==> src/rtl/wb_arbiter.sv <==
// Write-back arbiter: round-robin share of the regfile write port plus pending-write scoreboard.
// Define WB_R0_ZERO_EN to make register 0 a hardwired zero (writes and marks to it are dropped).
module wb_arbiter (
  input  logic        clk,
  input  logic        rst,
  input  logic        alu_valid,
  output logic        alu_ready,
  input  logic [2:0]  alu_wreg,
  input  logic [15:0] alu_data,
  input  logic        mem_valid,
  output logic        mem_ready,
  input  logic [2:0]  mem_wreg,
  input  logic [15:0] mem_data,
  input  logic        iss_valid,
  input  logic [2:0]  iss_reg,
  output logic        iss_ready,
  output logic [7:0]  busy,
  output logic        write_en,
  output logic [2:0]  wreg,
  output logic [15:0] writedata,
  output logic        err
);

  typedef enum logic {
    GNT_ALU = 1'b0,
    GNT_MEM = 1'b1
  } grant_e;

  grant_e      last_q, last_d;
  logic [7:0]  busy_q, busy_d;
  logic        we_q, we_d;
  logic [2:0]  wreg_q, wreg_d;
  logic [15:0] wdata_q, wdata_d;
  logic        err_q, err_d;

  logic        alu_pick;
  logic        mem_pick;
  logic        xfer;
  logic [2:0]  win_reg;
  logic [15:0] win_data;
  logic        keep_w;
  logic        iss_set;

  always_comb begin
    alu_pick  = alu_valid & (~mem_valid | (last_q == GNT_MEM));
    mem_pick  = mem_valid & ~alu_pick;
    alu_ready = ~rst & alu_pick;
    mem_ready = ~rst & mem_pick;
    iss_ready = ~rst & ~busy_q[iss_reg];
    xfer      = alu_ready | mem_ready;
    win_reg   = mem_pick ? mem_wreg : alu_wreg;
    win_data  = mem_pick ? mem_data : alu_data;
`ifdef WB_R0_ZERO_EN
    keep_w    = (win_reg != 3'd0);
    iss_set   = iss_valid & iss_ready & (iss_reg != 3'd0);
`else
    keep_w    = 1'b1;
    iss_set   = iss_valid & iss_ready;
`endif
  end

  always_comb begin
    last_d  = last_q;
    we_d    = xfer & keep_w;
    wreg_d  = wreg_q;
    wdata_d = wdata_q;
    busy_d  = busy_q;
    err_d   = err_q;
    if (xfer) begin
      last_d = mem_pick ? GNT_MEM : GNT_ALU;
    end
    if (we_d) begin
      wreg_d  = win_reg;
      wdata_d = win_data;
    end
    if (we_q) begin
      if (!busy_q[wreg_q]) begin
        err_d = 1'b1;
      end
      busy_d[wreg_q] = 1'b0;
    end
    // a fresh mark overrides the retiring write's clear
    if (iss_set) begin
      busy_d[iss_reg] = 1'b1;
    end
  end

  always_ff @(posedge clk) begin
    if (rst) begin
      last_q  <= GNT_ALU;
      busy_q  <= 8'h00;
      we_q    <= 1'b0;
      wreg_q  <= 3'd0;
      wdata_q <= 16'h0000;
      err_q   <= 1'b0;
    end else begin
      last_q  <= last_d;
      busy_q  <= busy_d;
      we_q    <= we_d;
      wreg_q  <= wreg_d;
      wdata_q <= wdata_d;
      err_q   <= err_d;
    end
  end

  assign busy      = busy_q;
  assign write_en  = we_q;
  assign wreg      = wreg_q;
  assign writedata = wdata_q;
  assign err       = err_q;

endmodule

==> config.mk <==
export PLATFORM = sky130hd
export DESIGN_NAME = wb_arbiter
export DESIGN_NICKNAME = d
export VERILOG_FILES = /design/src/rtl/wb_arbiter.sv
export SDC_FILE = /design/constraint.sdc
export NUM_CORES = 1
export LEC_CHECK = 0
export BUFFER_PORTS_ARGS = -buffer_cell sky130_fd_sc_hd__clkbuf_2
export CAP_MARGIN = 5
export CORE_MARGIN = 3
export CORE_UTILIZATION = 35
export CTS_CLUSTER_DIAMETER = 50
export DETAILED_ROUTE_END_ITERATION = 16
export GPL_ROUTABILITY_DRIVEN = 0
export SYNTH_ARGS = -nofsm -noshare
export SYNTH_HDL_FRONTEND = slang
export SYNTH_SLANG_ARGS = --single-unit
export TNS_END_PERCENT = 100
==> constraint.sdc <==
create_clock -name clk -period 1.45 [get_ports clk]
set_input_delay 0.29 -clock clk [delete_from_list [all_inputs] [get_ports clk]]
set_output_delay 0.29 -clock clk [all_outputs]
set_load 0.01 [all_outputs]
==> qor.txt <==
Post-Layout Cell Count: 286
Hold Crit Class: primary input to flip-flop
CP startpoint kind: flip-flop
H-tree level count: 2
Finish-stage setup viols: 1
post-DR wirelength/cell: 13.65 microns
IO Pins: 78
Nets: 285
Post-synth ARST share: 0
crit path time final: 1708 ps
die height: 70.98 microns
total CTS buffers: 5
DRT Wirelength: 3905 microns
most common cell in the netlist: dfxtp_1
Die X: 70.98 microns
Worst EP required: 1160 ps
failing checks: setup timing
Fmax: 585.4 MHz
Most used DFF post-synth: dfxtp_1
row cnt: 22
Worst Skew: 2.745 ps
Final WS setup: -258.1 ps
Post-synth EDFFs: 0
Vias/cell: 5.045
pre-CTS WS: -209.7 ps
vias in the first global route: 1313
DR vias: 1443
dpl cells: 280
#FFs+latches synth: 30
Crit Path Category: flip-flop to output pin
drt pass-1 iters: 4
largest net degree at the start of global routing: 40
cell area after placement: 1969 sq um
Cell Pwr Density: 964.4 nW/um^2
Gate Count Post-Synth: 152
n_diodes: 0
final antenna-violating net count: 0
top-area cell type share of the netlist area: 0.4064
largest family of logic cells by synthesized area: compound AO/OA/AOI/OAI gates
post-CTS setup buffers: 0
status: finished with violations
Setup TNS: -258.1 ps
leading cell types by count after synthesis: dfxtp_1 (30), mux2i_1 (23), nor2_1 (23)
clk buf depth: 2
fin. max-slew vios: 0
fraction of layout cells with a size suffix above 1: 0.4664
Core Area: 3854 sq um
cell area after synthesis: 1478 sq um
Worst VDD drop: 618.4 uV
latest clock arrival within the worst-skew pair: 270 ps
Initial Util: 0.3834
crit-path max FO: 2
Setup crit end kind: output pin
period utilization: 1.178
Pwr Total: 1.991 mW
Max-Cap Viols: 0
DRC: 0
leakage: 0.9818 nW
Synth Area in Compound Gates: 0.2312
post-synthesis sequential area ratio: 0.4064
Clock Pin Slew Worst Setup and Hold Paths: 60 ps
Arrival @ worst endpoint: 1420 ps
Total GRT Usage: 0.1550
clk sinks: 30
TritonCTS clock tree: yes
initial antenna violation count: 0
max_slew headroom: 0.7742
first-pass GRT wire length: 6203 microns
DRT iter0 DRCs: 65
final instance area: 2064 sq um
P&R area growth vs syn: 39.71%
post-synth top area cell: dfxtp_1
Clk Tree Root Cell: clkbuf_8
die area: 5037 sq um
Yosys warnings: 0
Final HPWL DP: 3106 microns
RSZ-0062 raised after global routing: yes
Synthesized Nets: 198
Adder-Cell Fraction of Synth Area: 0
Final Hold Fails: 0
xor and xnor area share after synthesis: 0
Overflow after GRT: 0
Mean Syn Cell Area: 9.721 sq um
port bufs: 77
mux share of post-synthesis cell area: 0.1863
synth unique cells: 33
slew at the pin with the worst max-slew slack: 338.1 ps
synth top area cells: dfxtp_1 (41%), mux2i_1 (16%), a211oi_1 (9.7%)
Post-Synth Simple-Gate Area: 0.1177
# hold bufs at CTS: 0
critical path: stages (launching register included):
cell     delay, ps
dfxtp_2        330
mux2_4         270
a221o_1        330
a21oi_2         90
buf_2          130
report_power, final:
| part | internal, mW | switching (mW) | leakage, nW |
|---|---|---|---|
| Sequential | 0.885 | 0.0449 | 0.249 |
| Clock | 0.365 | 0.281 | 0.0431 |
| Combinational | 0.209 | 0.206 | 0.689 |
flip-flops by register name, indices dropped and copies added (netlist names):
register	cells
err	1
busy	8
last_q	1
writedata	16
write_en	1
wreg	3
metal layers:
layer | routed length (microns) | GRT usage | part of all wire
met1 | 1729 | 0.1931 | 0.44
met2 | 1813 | 0.2430 | 0.46
met3 | 321 | 0.06392 | 0.082
met4 | 40 | 0.05010 | 0.010
met5 | 0 | 0 | 0
logic make-up after synthesis:
family,after synthesis
flip-flops,30
AO/OA/AOI/OAI,43
buffers and inverters,15
multiplexers,26
AND/OR/NAND/NOR,38
timing repair:
item,in CTS,in global routing
pin swaps,1,1
cloned,0,0
setup endpoints to repair,2,2
resized for setup,2,6
layout make-up:
| cell class | count | area (sq um) |
|---|---|---|
| Inverter | 4 | 15.01 |
| Timing Repair Buffer | 91 | 503.0 |
| Tap cell | 48 | 60.06 |
| Clock buffer | 6 | 82.58 |
| Multi-Input combinational cell | 107 | 798.3 |
| Sequential cell | 30 | 605.6 |
| Fill cell | 375 | 1789 |
path summary, 6_finish.rpt:
check                                from         to  slack (ps)  cells after the start
worst max-delay path              busy[4]  iss_ready        -260                      4
worst min-delay path            mem_valid     last_q         280                      2
worst max register to register    wreg[2]        err         100                      3
worst min register to register     last_q     last_q         490                      1
through the flow:
stage	hold WS, ps	utilization
2_1_floorplan	400.2	-
3_3_place_gp	487.2	0.5110
3_5_place_dp	493.2	0.5110
4_1_cts	270.3	0.5331
5_1_grt	273.2	0.5357
6_report	278.2	0.5357
cell usage in the layout (no fill, tap or decap), types with 2 or more instances in the layout:
cell       n
dfxtp_1   26
inv_1      4
a21oi_1    4
buf_4     13
and3_1     2
a32o_1     2
nor2b_1    5
a31o_2     2
clkbuf_8   6
nor2_1    23
a211oi_1  19
nand2_1    2
dfxtp_2    4
clkbuf_2  76
a311oi_1   6
nand3_1    3
mux2i_1   23
Note: power is estimated with default switching activity, not from simulation.
